### config.mk
export PLATFORM = sky130hd
export DESIGN_NAME = fetch_unit
export DESIGN_NICKNAME = d
export VERILOG_FILES = /design/src/rtl/fetch_pkg.sv /design/src/rtl/fetch_queue.sv /design/src/rtl/fetch_unit.sv
export SDC_FILE = /design/constraint.sdc
export NUM_CORES = 1
export LEC_CHECK = 0
export CAP_MARGIN = 20
export CORE_MARGIN = 3
export CORE_UTILIZATION = 39
export CTS_CLUSTER_DIAMETER = 120
export DETAILED_ROUTE_END_ITERATION = 10
export SLEW_MARGIN = 10
export SYNTH_ARGS = -nofsm -noshare
export SYNTH_HDL_FRONTEND = slang
export SYNTH_HIERARCHICAL = 1
export SYNTH_SLANG_ARGS = --single-unit
### constraint.sdc
create_clock -name clk -period 6.65 [get_ports clk]
set_clock_uncertainty 0.05 [all_clocks]
set_input_delay 1.33 -clock clk [delete_from_list [all_inputs] [get_ports clk]]
set_output_delay 1.33 -clock clk [all_outputs]
set_load 0.05 [all_outputs]
### src/rtl/fetch_pkg.sv
// Shared types for the fetch stage: FSM state, queue entry and the address fault check.
// The check is only used when FETCH_FAULT_EN is defined.
package fetch_pkg;

    typedef enum logic [0:0] {
        FETCH   = 1'b0,
        FAULTED = 1'b1
    } state_t;

    typedef struct packed {
        logic [31:0] pc;
        logic [31:0] data;
    } entry_t;

    localparam int unsigned DEF_WORD_BYTES = 4;
    localparam int unsigned WORD_BITS      = DEF_WORD_BYTES * 8;

    // Misaligned PC, or PC past the last full word of memory.
    function automatic logic addr_fault(input logic [31:0] pc,
                                        input logic [31:0] align_mask,
                                        input logic [31:0] last_pc);
        return ((pc & align_mask) != '0) || (pc > last_pc);
    endfunction

endpackage

### src/rtl/fetch_queue.sv
// Small synchronous FIFO of fetch entries with first-word-fall-through head.
// Flush and reset both empty it; a push into a full queue is taken only alongside a pop.
module fetch_queue
    import fetch_pkg::*;
#(
    parameter int unsigned DEPTH = 2
) (
    input  logic   clk,
    input  logic   reset,
    input  logic   flush,
    input  logic   push,
    input  entry_t push_entry,
    input  logic   pop,
    output entry_t head,
    output logic   full,
    output logic   empty
);

    localparam int unsigned PW = (DEPTH > 1) ? $clog2(DEPTH) : 1;
    localparam int unsigned CW = $clog2(DEPTH + 1);
    localparam logic [PW-1:0] LAST_PTR   = PW'(DEPTH - 1);
    localparam logic [CW-1:0] FULL_COUNT = CW'(DEPTH);

    entry_t        storage [DEPTH];
    logic [PW-1:0] rd_ptr;
    logic [PW-1:0] wr_ptr;
    logic [CW-1:0] count;
    logic          do_push;
    logic          do_pop;

    function automatic logic [PW-1:0] next_ptr(input logic [PW-1:0] p);
        return (p == LAST_PTR) ? '0 : p + 1'b1;
    endfunction

    assign empty   = (count == '0);
    assign full    = (count == FULL_COUNT);
    assign do_pop  = pop && !empty;
    assign do_push = push && (!full || do_pop);
    assign head    = storage[rd_ptr];

    always_ff @(posedge clk) begin
        if (reset || flush) begin
            rd_ptr <= '0;
            wr_ptr <= '0;
            count  <= '0;
        end else begin
            if (do_push) wr_ptr <= next_ptr(wr_ptr);
            if (do_pop)  rd_ptr <= next_ptr(rd_ptr);
            if (do_push && !do_pop)
                count <= count + 1'b1;
            else if (!do_push && do_pop)
                count <= count - 1'b1;
        end
    end

    always_ff @(posedge clk) begin
        if (do_push) storage[wr_ptr] <= push_entry;
    end

endmodule

### src/rtl/fetch_unit.sv
// Instruction fetch stage: PC register, memory address drive, tagged instruction queue.
// Optional fetch-fault detection is enabled by defining FETCH_FAULT_EN.
module fetch_unit
    import fetch_pkg::*;
#(
    parameter int unsigned WORD_SIZE_BYTES = 4,
    parameter int unsigned NUM_WORDS       = 1024,
    parameter logic [31:0] RESET_PC        = 32'h0,
    parameter int unsigned QUEUE_DEPTH     = 2
) (
    input  logic        clk,
    input  logic        reset,
    output logic [31:0] mem_addr,
    input  logic [31:0] mem_data,
    input  logic        redirect_valid,
    input  logic [31:0] redirect_pc,
    output logic        instr_valid,
    input  logic        instr_ready,
    output logic [31:0] instr_data,
    output logic [31:0] instr_pc,
    output logic        fault
);

    if (QUEUE_DEPTH < 2 || WORD_SIZE_BYTES == 0 ||
        (WORD_SIZE_BYTES & (WORD_SIZE_BYTES - 1)) != 0 ||
        WORD_SIZE_BYTES * 8 > WORD_BITS || NUM_WORDS < WORD_SIZE_BYTES) begin : g_param_check
        $error("fetch_unit: unsupported parameter set");
    end

    state_t      state;
    logic [31:0] pc;
    entry_t      head;
    entry_t      push_entry;
    logic        full;
    logic        empty;
    logic        pop;
    logic        attempt;
    logic        bad;
    logic        push;

    assign mem_addr    = pc;
    assign instr_valid = !empty;
    assign instr_data  = empty ? '0 : head.data;
    assign instr_pc    = empty ? '0 : head.pc;
    assign pop         = !empty && instr_ready;

    // A redirect suppresses the push; the popped head still counts as delivered.
    assign attempt    = (state == FETCH) && !redirect_valid && (!full || pop);
    assign push       = attempt && !bad;
    assign push_entry = '{pc: pc, data: mem_data};

`ifdef FETCH_FAULT_EN
    localparam logic [31:0] ALIGN_MASK = 32'(WORD_SIZE_BYTES - 1);
    localparam logic [31:0] LAST_PC    = 32'(NUM_WORDS - WORD_SIZE_BYTES);
    assign bad   = addr_fault(pc, ALIGN_MASK, LAST_PC);
    assign fault = (state == FAULTED);
`else
    assign bad   = 1'b0;
    assign fault = 1'b0;
`endif

    always_ff @(posedge clk) begin
        if (reset) begin
            pc    <= RESET_PC;
            state <= FETCH;
        end else if (redirect_valid) begin
            pc    <= redirect_pc;
            state <= FETCH;
        end else if (push) begin
            pc <= pc + 32'(WORD_SIZE_BYTES);
        end else if (attempt && bad) begin
            state <= FAULTED;
        end
    end

    fetch_queue #(
        .DEPTH (QUEUE_DEPTH)
    ) u_queue (
        .clk        (clk),
        .reset      (reset),
        .flush      (redirect_valid),
        .push       (push),
        .push_entry (push_entry),
        .pop        (pop),
        .head       (head),
        .full       (full),
        .empty      (empty)
    );

endmodule

==> run metrics, run 1 <==
outcome=complete, no violations; post-synth top area cell=edfxtp_1; count of cell types in the netlist=53; Post-Syn Instances=545; largest family of logic cells by synthesized area=simple AND/OR/NAND/NOR gates; post-detail-place hpwl=11300 um; simple-gate share of the synthesized area=around 14%; top-area cell type share of the netlist area=52.8%; H-tree depth=4; drt drc=0; top routing layer used=met4; starting density of the core=40.1%; Post-synth ARST share=0%; Reg clk slew, reported paths=60 ps; final hold vios=0; post-synthesis compound-gate area fraction=around 7.5%; Area Overhead vs Synth=33.3%; critical path peak fanout=64; Most used DFF post-synth=edfxtp_1; first-pass GRT wire length=27500 um; Slew @ Worst Pin=930 ps; Core Rows=between 40 and 50; Final Setup Violations=0; Root Buffer=clkbuf_16; RSZ-0062 raised after global routing=false; total of max-cap violations=0; # clock sinks=165; WL met3=1200 um; multiplexer share of the synthesized area=10.6%; startpoint types=register; Yosys warning count=6; Clock Path Buffers=2; Die Y-Extent=143 um; Final Cycle Share=between 60 and 70%; relative max-transition margin=38.0%; IO Port Bufs=164; Max IR drop VDD=175 uV; Hold Startpoint=mem_addr[1]$_SDFFE_PP0P_; Setup CP Type=reg2out; reg2reg setup slack=3610 ps; Reg-to-Reg End=u_queue/storage[0][45]$_DFFE_PP_; # nets final=773; initial antenna violation count=0; clock tree from TritonCTS=built; post-synthesis xor/xnor area fraction=under 10%; area taken by multi-input logic gates=0.00251 sq mm; TritonCTS buffer count=17; WL/cell=between 15 and 20 um; Die ar.=0.0203 sq mm; All-Layer GR Usage=17.3%; fmax=242 MHz; n_diodes=0; sequential share of the synthesized area=63.0%; # resized after CTS=0; Hold Slack=450 ps; sequential cell area=roughly 0.0046 sq mm; WL met1=a little under 8000 um; number of global-route vias before repair=5138; LEAKAGE=0.00316 uW; Routed WL=17400 um; Post-Syn Area=0.00727 sq mm; Placer Congestion=0.818; reg-to-reg startpoint=u_queue/count[0]$_SDFFE_PP0P_; Post-synth EDFFs=128; met2 WL=8170 um; Hold Buf Count CTS=0; register bit total from synthesis=165; Die W=143 um; crit path DAT=2750 ps; DRT Pass-1 Iters=4; Worst R2R Path Depth=7; net count after synthesis=about 620; DRT iter0 DRCs=approximately 320; Post-Synth Adder-Cell Area=less than 1%; drt via density=~5.3; share of layout cells above drive strength 1=15.9%; Avg Synthesized Cell Area=13.3 sq um; Worst-Skew Late Latency=430 ps; WHS Endpoint=u_queue/storage[0][33]$_DFFE_PP_; Crit path required time=~5300 ps; # fillers=between 1500 and 2000; pin count of the biggest net entering global routing=65; Core Region=0.0181 sq mm; Final Max Tran Viols=0; total I/O pin count=166; Hold Crit Class=reg2reg; hold path depth=0; Post-CTS Setup Inserts=0; grt total ovfl=0; Via Count=5023; pwr dens=~270 mW/mm^2; Final ANT Viol Nets=0; endpoint class of the critical path=output pin; setup TNS=0 ps; minimum clock period=4130 ps; largest cells by area after synthesis=edfxtp_1, dfxtp_1, mux2_2
-- worst max path at each step --
stage                    from                               end  slack (ps)
2_1_floorplan  redirect_valid   u_queue/storage[0][0]$_DFFE_PP_        1150
3_3_place_gp      instr_ready  u_queue/storage[0][59]$_DFFE_PP_        2680
3_5_place_dp      instr_ready  u_queue/storage[0][23]$_DFFE_PP_        2620
4_1_cts              register                      instr_pc[18]        2480
5_1_grt              register                      instr_pc[18]        2370
6_report             register                      instr_pc[18]        2520
-- report_power, final --
part | leakage, uW | switching (uW) | internal (uW)
logic | 0.00137 | 271 | 171
registers | 0.00152 | 45.2 | 1180
clock network | 0.000271 | 410 | 530
-- layout by cell type (no fill, tap or decap), types with 5 or more instances in the layout --
master / Yosys / routed
clkdlybuf4s50_1: 0 / 164
edfxtp_1: 128 / 128
nor2b_1: 66 / 65
mux2_2: 65 / 65
dfxtp_1: 37 / 36
nor2_1: 27 / 26
nand2_1: 20 / 20
clkbuf_16: 0 / 17
a211oi_1: 13 / 13
nand4_1: 12 / 12
inv_1: 11 / 11
nand3_1: 11 / 11
o21ai_0: 10 / 10
xnor2_1: 8 / 8
or4_1: 7 / 7
a311oi_1: 7 / 7
o211ai_1: 7 / 7
buf_4: 7 / 7
a21oi_1: 6 / 6
and4_1: 6 / 6
nor3_1: 5 / 5
or3_1: 5 / 5
nor4_1: 5 / 5
-- Yosys cell counts (3+ instances only) --
master / number
mux2i_1: 4
nor2_1: 27
nor3_1: 5
o211ai_1: 7
nor2b_1: 66
a211oi_1: 13
dfxtp_1: 37
o31ai_1: 4
xnor2_1: 8
a21oi_1: 6
or3_1: 5
a32oi_1: 3
and3_1: 4
nand3_1: 11
mux2_2: 65
a2111oi_0: 4
clkbuf_1: 22
buf_4: 7
nor4_1: 5
nand2_1: 20
o21ai_0: 10
nor4b_1: 4
nand4_1: 12
inv_1: 11
xor2_1: 4
a311oi_1: 7
edfxtp_1: 128
or4_1: 7
and4_1: 6
a2111o_1: 3
-- layout make-up --
class / instances / area share (%)
clock buffers: 19 / 4.57
clock inverters: 13 / 1.28
inverters: 12 / 0.465
multi-input cells: 336 / 25.9
flip-flops and latches: 165 / 47.3
well taps: 229 / 2.96
repair buffers: 171 / 17.5
-- flip-flops by register name, indices dropped and copies added, names as in the netlist, named ones only --
| name | cells |
|---|---|
| u_queue/storage | 128 |
| mem_addr | 32 |
| u_queue/count | 2 |
| u_queue/rd_ptr | 1 |
| u_queue/wr_ptr | 1 |
-- cell families after synthesis --
logic type | Yosys count
buffers and inverters | 44
flip-flops | 165
multiplexers | 69
XOR/XNOR | 12
AND/OR/NAND/NOR | 181
AO/OA/AOI/OAI | 71
adder cells (fa/ha/maj) | 2
other | 1
-- routing by layer --
| layer | track usage [%] | up-vias |
|---|---|---|
| met4 | 4.40 | 0 |
| met2 | 27.5 | 196 |
| met1 | 23.7 | 2434 |
| met3 | 4.57 | 14 |
| li1 | - | 2379 |
| met5 | 0 | - |
-- per-stage QoR --
stage                     power [uW]  utilization [%]  cell area [sq um]  setup WS (ps)  std cells
after global placement          1690             50.2               9120           2680        912
after floorplan                 1520                -               7270           1150        545
after global routing            2710             53.4               9690           2370        945
after CTS                       2640             53.4               9690           2480        944
after detailed placement        1700             50.2               9120           2620        912
final                           2610             53.4               9690           2520        945
-- worst max-delay path, stage by stage, from the launching register on --
cell	delay, ps
dfxtp_4	940
mux2_2	290
nor2b_1	220
clkdlybuf4s50_1	840
No activity file was read; power rests on OpenSTA's default activity.
==> run 2: changes to the inputs <==
--- a/config.mk
+++ b/config.mk
@@ -10,6 +10,7 @@
 export CORE_UTILIZATION = 39
 export CTS_CLUSTER_DIAMETER = 120
 export DETAILED_ROUTE_END_ITERATION = 10
+export PLACE_DENSITY = 0.67
 export SLEW_MARGIN = 10
 export SYNTH_ARGS = -nofsm -noshare
 export SYNTH_HDL_FRONTEND = slang
==> constraint.sdc (replaced) <==
create_clock -name clk -period 3.33 [get_ports clk]
set_clock_uncertainty 0.05 [all_clocks]
set_input_delay 0.666 -clock clk [delete_from_list [all_inputs] [get_ports clk]]
set_output_delay 0.666 -clock clk [all_outputs]
set_load 0.05 [all_outputs]
==> run 2 against run 1 <==
  * Clock power increased by 110%
  * Die area is the same
  * Hold slack gained 4.4 ps
  * Final area increased by 1.5%
  * Non-clock buffer count increased by 9
  * Total power grew 100%
  * Clock-buffer cell count grew 2
  * Register-to-register slack got worse by 2800 ps
  * Largest cell class unchanged
  * Final cell count rose by 0.95%
  * Worst setup slack got worse by 2300 ps
==> run metrics, run 2 (same netlist as run 1, synthesis figures left out) <==
outcome=complete, no violations (unchanged); Placer Congestion=0.841 (was 0.818); # nets final=782 (was 773); Worst-Skew Late Latency=420 ps (was 430 ps); # clock sinks=165 (unchanged); Core Rows=49 (unchanged); Final Setup Violations=0 (unchanged); dpl ws=424 ps (was 2620 ps); All-Layer GR Usage=17.0% (was 17.3%); drt via density=5.28 (was 5.32); Die Y-Extent=143 um (unchanged); LEAKAGE=0.00324 uW (was 0.00316 uW); Final ANT Viol Nets=0 (unchanged); Root Buffer=clkbuf_16 (unchanged); CP max-delay cell=clkdlybuf4s50_1 (was dfxtp_4); Final Max Tran Viols=0 (unchanged); Reg-to-Reg End=u_queue/storage[1][42]$_DFFE_PP_ (was u_queue/storage[0][45]$_DFFE_PP_); minimum clock period=3140 ps; total of max-cap violations=0 (unchanged); Final Cycle Share=a little over nine tenths; Crit path buffers/inverters=2 (was 1); Biggest register=u_queue/storage (unchanged); pin count of the biggest net entering global routing=65 (unchanged); hold path depth=0 (unchanged); Setup CP Type=reg2out (unchanged); pwr dens=540 mW/mm^2 (was 269 mW/mm^2); Hold Startpoint=mem_addr[1]$_SDFFE_PP0P_ (unchanged); reg-to-reg startpoint=u_queue/count[0]$_SDFFE_PP0P_ (unchanged); critical path's top delay family=buffers and inverters (was flip-flops); reg2reg setup slack=860 ps (was 3610 ps); final hold vios=0 (unchanged); # fillers=1488 (was 1573); n_diodes=0 (unchanged); Crit path required time=2610 ps (was 5270 ps); Clock Path Buffers=2 (unchanged); TritonCTS buffer count=17 (unchanged); number of flip-flops in the largest register=128 (unchanged); Hold Crit Class=reg2reg (unchanged); starting density of the core=40.1% (unchanged); Area Overhead vs Synth=35.3% (was 33.3%); relative max-transition margin=57.3% (was 38.0%); WL/cell=18.5 um (was 18.4 um); Slew @ Worst Pin=639 ps (was 930 ps); Reg clk slew, reported paths=60 ps (about the same); endpoint class of the critical path=output pin (unchanged); Via Count=5041 (was 5023); Max IR drop VDD=360 uV (was 175 uV); grt total ovfl=0 (unchanged); fmax=between 300 and 400 MHz; critical path peak fanout=16 (was 64); most common cell after layout, fill and taps aside=clkdlybuf4s50_1 (unchanged); most frequent cells in the layout=clkdlybuf4s50_1, edfxtp_1, nor2b_1, mux2_2, dfxtp_1 (unchanged); post-detail-place hpwl=12200 um (was 11300 um); crit path cell chain=buf_4 > mux2_2 > nor2b_1 > clkdlybuf4s50_1 (was mux2_2 > nor2b_1 > clkdlybuf4s50_1); Die ar.=0.0203 sq mm (unchanged); drt drc=0 (unchanged); Die W=143 um (unchanged); clock tree from TritonCTS=built (unchanged); DRT Pass-1 Iters=4 (unchanged); share of layout cells above drive strength 1=17.2% (was 15.9%); Hold Buf Count CTS=0 (unchanged); setup ws final=187 ps (was 2520 ps); DRT iter0 DRCs=336 (was 317); RSZ-0062 raised after global routing=false (unchanged); number of global-route vias before repair=4987 (was 5138); Core Region=0.0181 sq mm (unchanged); startpoint types=register (unchanged); CP max stage delay=700 ps (was 940 ps); initial antenna violation count=0 (unchanged); IO Port Bufs=164 (unchanged); total I/O pin count=166 (unchanged); Worst R2R Path Depth=8 (was 7); Routed WL=17600 um (was 17400 um); crit path DAT=2430 ps (was 2750 ps); H-tree depth=4 (unchanged); first-pass GRT wire length=26800 um (was 27500 um); setup TNS=0 ps (unchanged); WHS Endpoint=u_queue/storage[0][33]$_DFFE_PP_ (unchanged)
run 2: cell types whose count changed in the layout (fill, tap and decap cells not counted), sizes merged:
| cell | before | now |
|---|---|---|
| buf | 7 | 22 |
| bufinv | 1 | 3 |
| clkbuf | 19 | 21 |
| clkdlybuf4s50 | 164 | 158 |
| clkinv | 6 | 2 |
| clkinvlp | 3 | 4 |
| inv | 15 | 14 |
run 2: layer usage:
layer	GRT usage (%)	share of wire (%)
met1	22.7	46
met2	27.4	47
met3	4.20	5.8
met4	5.45	1.4
met5	0	0
run 2: report_power, final:
group	internal (uW)	switching, uW
registers	2360	84.7
logic	353	549
clock network	1180	776
total	3900	1410
run 2: repair_timing:
item / in CTS / in global routing
setup buffers: 0 / 1
resized for setup: 0 / 0
endpoints found under the setup margin: 0 / 7
run 2: cell type report:
class / instances / area, sq um / area share (%)
flip-flops and latches: 165 / 4590 / 46.6
multi-input cells: 336 / 2510 / 25.5
repair buffers: 180 / 1820 / 18.5
clock buffers: 21 / 440 / 4.48
well taps: 229 / 287 / 2.91
clock inverters: 11 / 150 / 1.53
inverters: 12 / 45.0 / 0.458
run 2: per-stage QoR:
stage	cell area [sq um]	hold slack, ps	utilization [%]	cells	power (uW)
after floorplan	7280	422	-	545	3030
after global placement	9230	432	50.8	920	3380
after detailed placement	9230	444	50.8	920	3400
after CTS	9820	458	54.1	952	5350
after global routing	9840	463	54.2	954	5500
final	9840	455	54.2	954	5310
run 2: worst max path at each step:
stage                                                  to  slack (ps)  cells past startpoint
after global placement    u_queue/storage[1][4]$_DFFE_PP_         480                      7
final                                        instr_pc[18]         190                      4
after global routing                         instr_pc[18]         100                      4
after floorplan           u_queue/storage[0][0]$_DFFE_PP_         410                      5
after detailed placement  u_queue/storage[1][6]$_DFFE_PP_         420                      8
after CTS                                    instr_pc[18]          30                      4
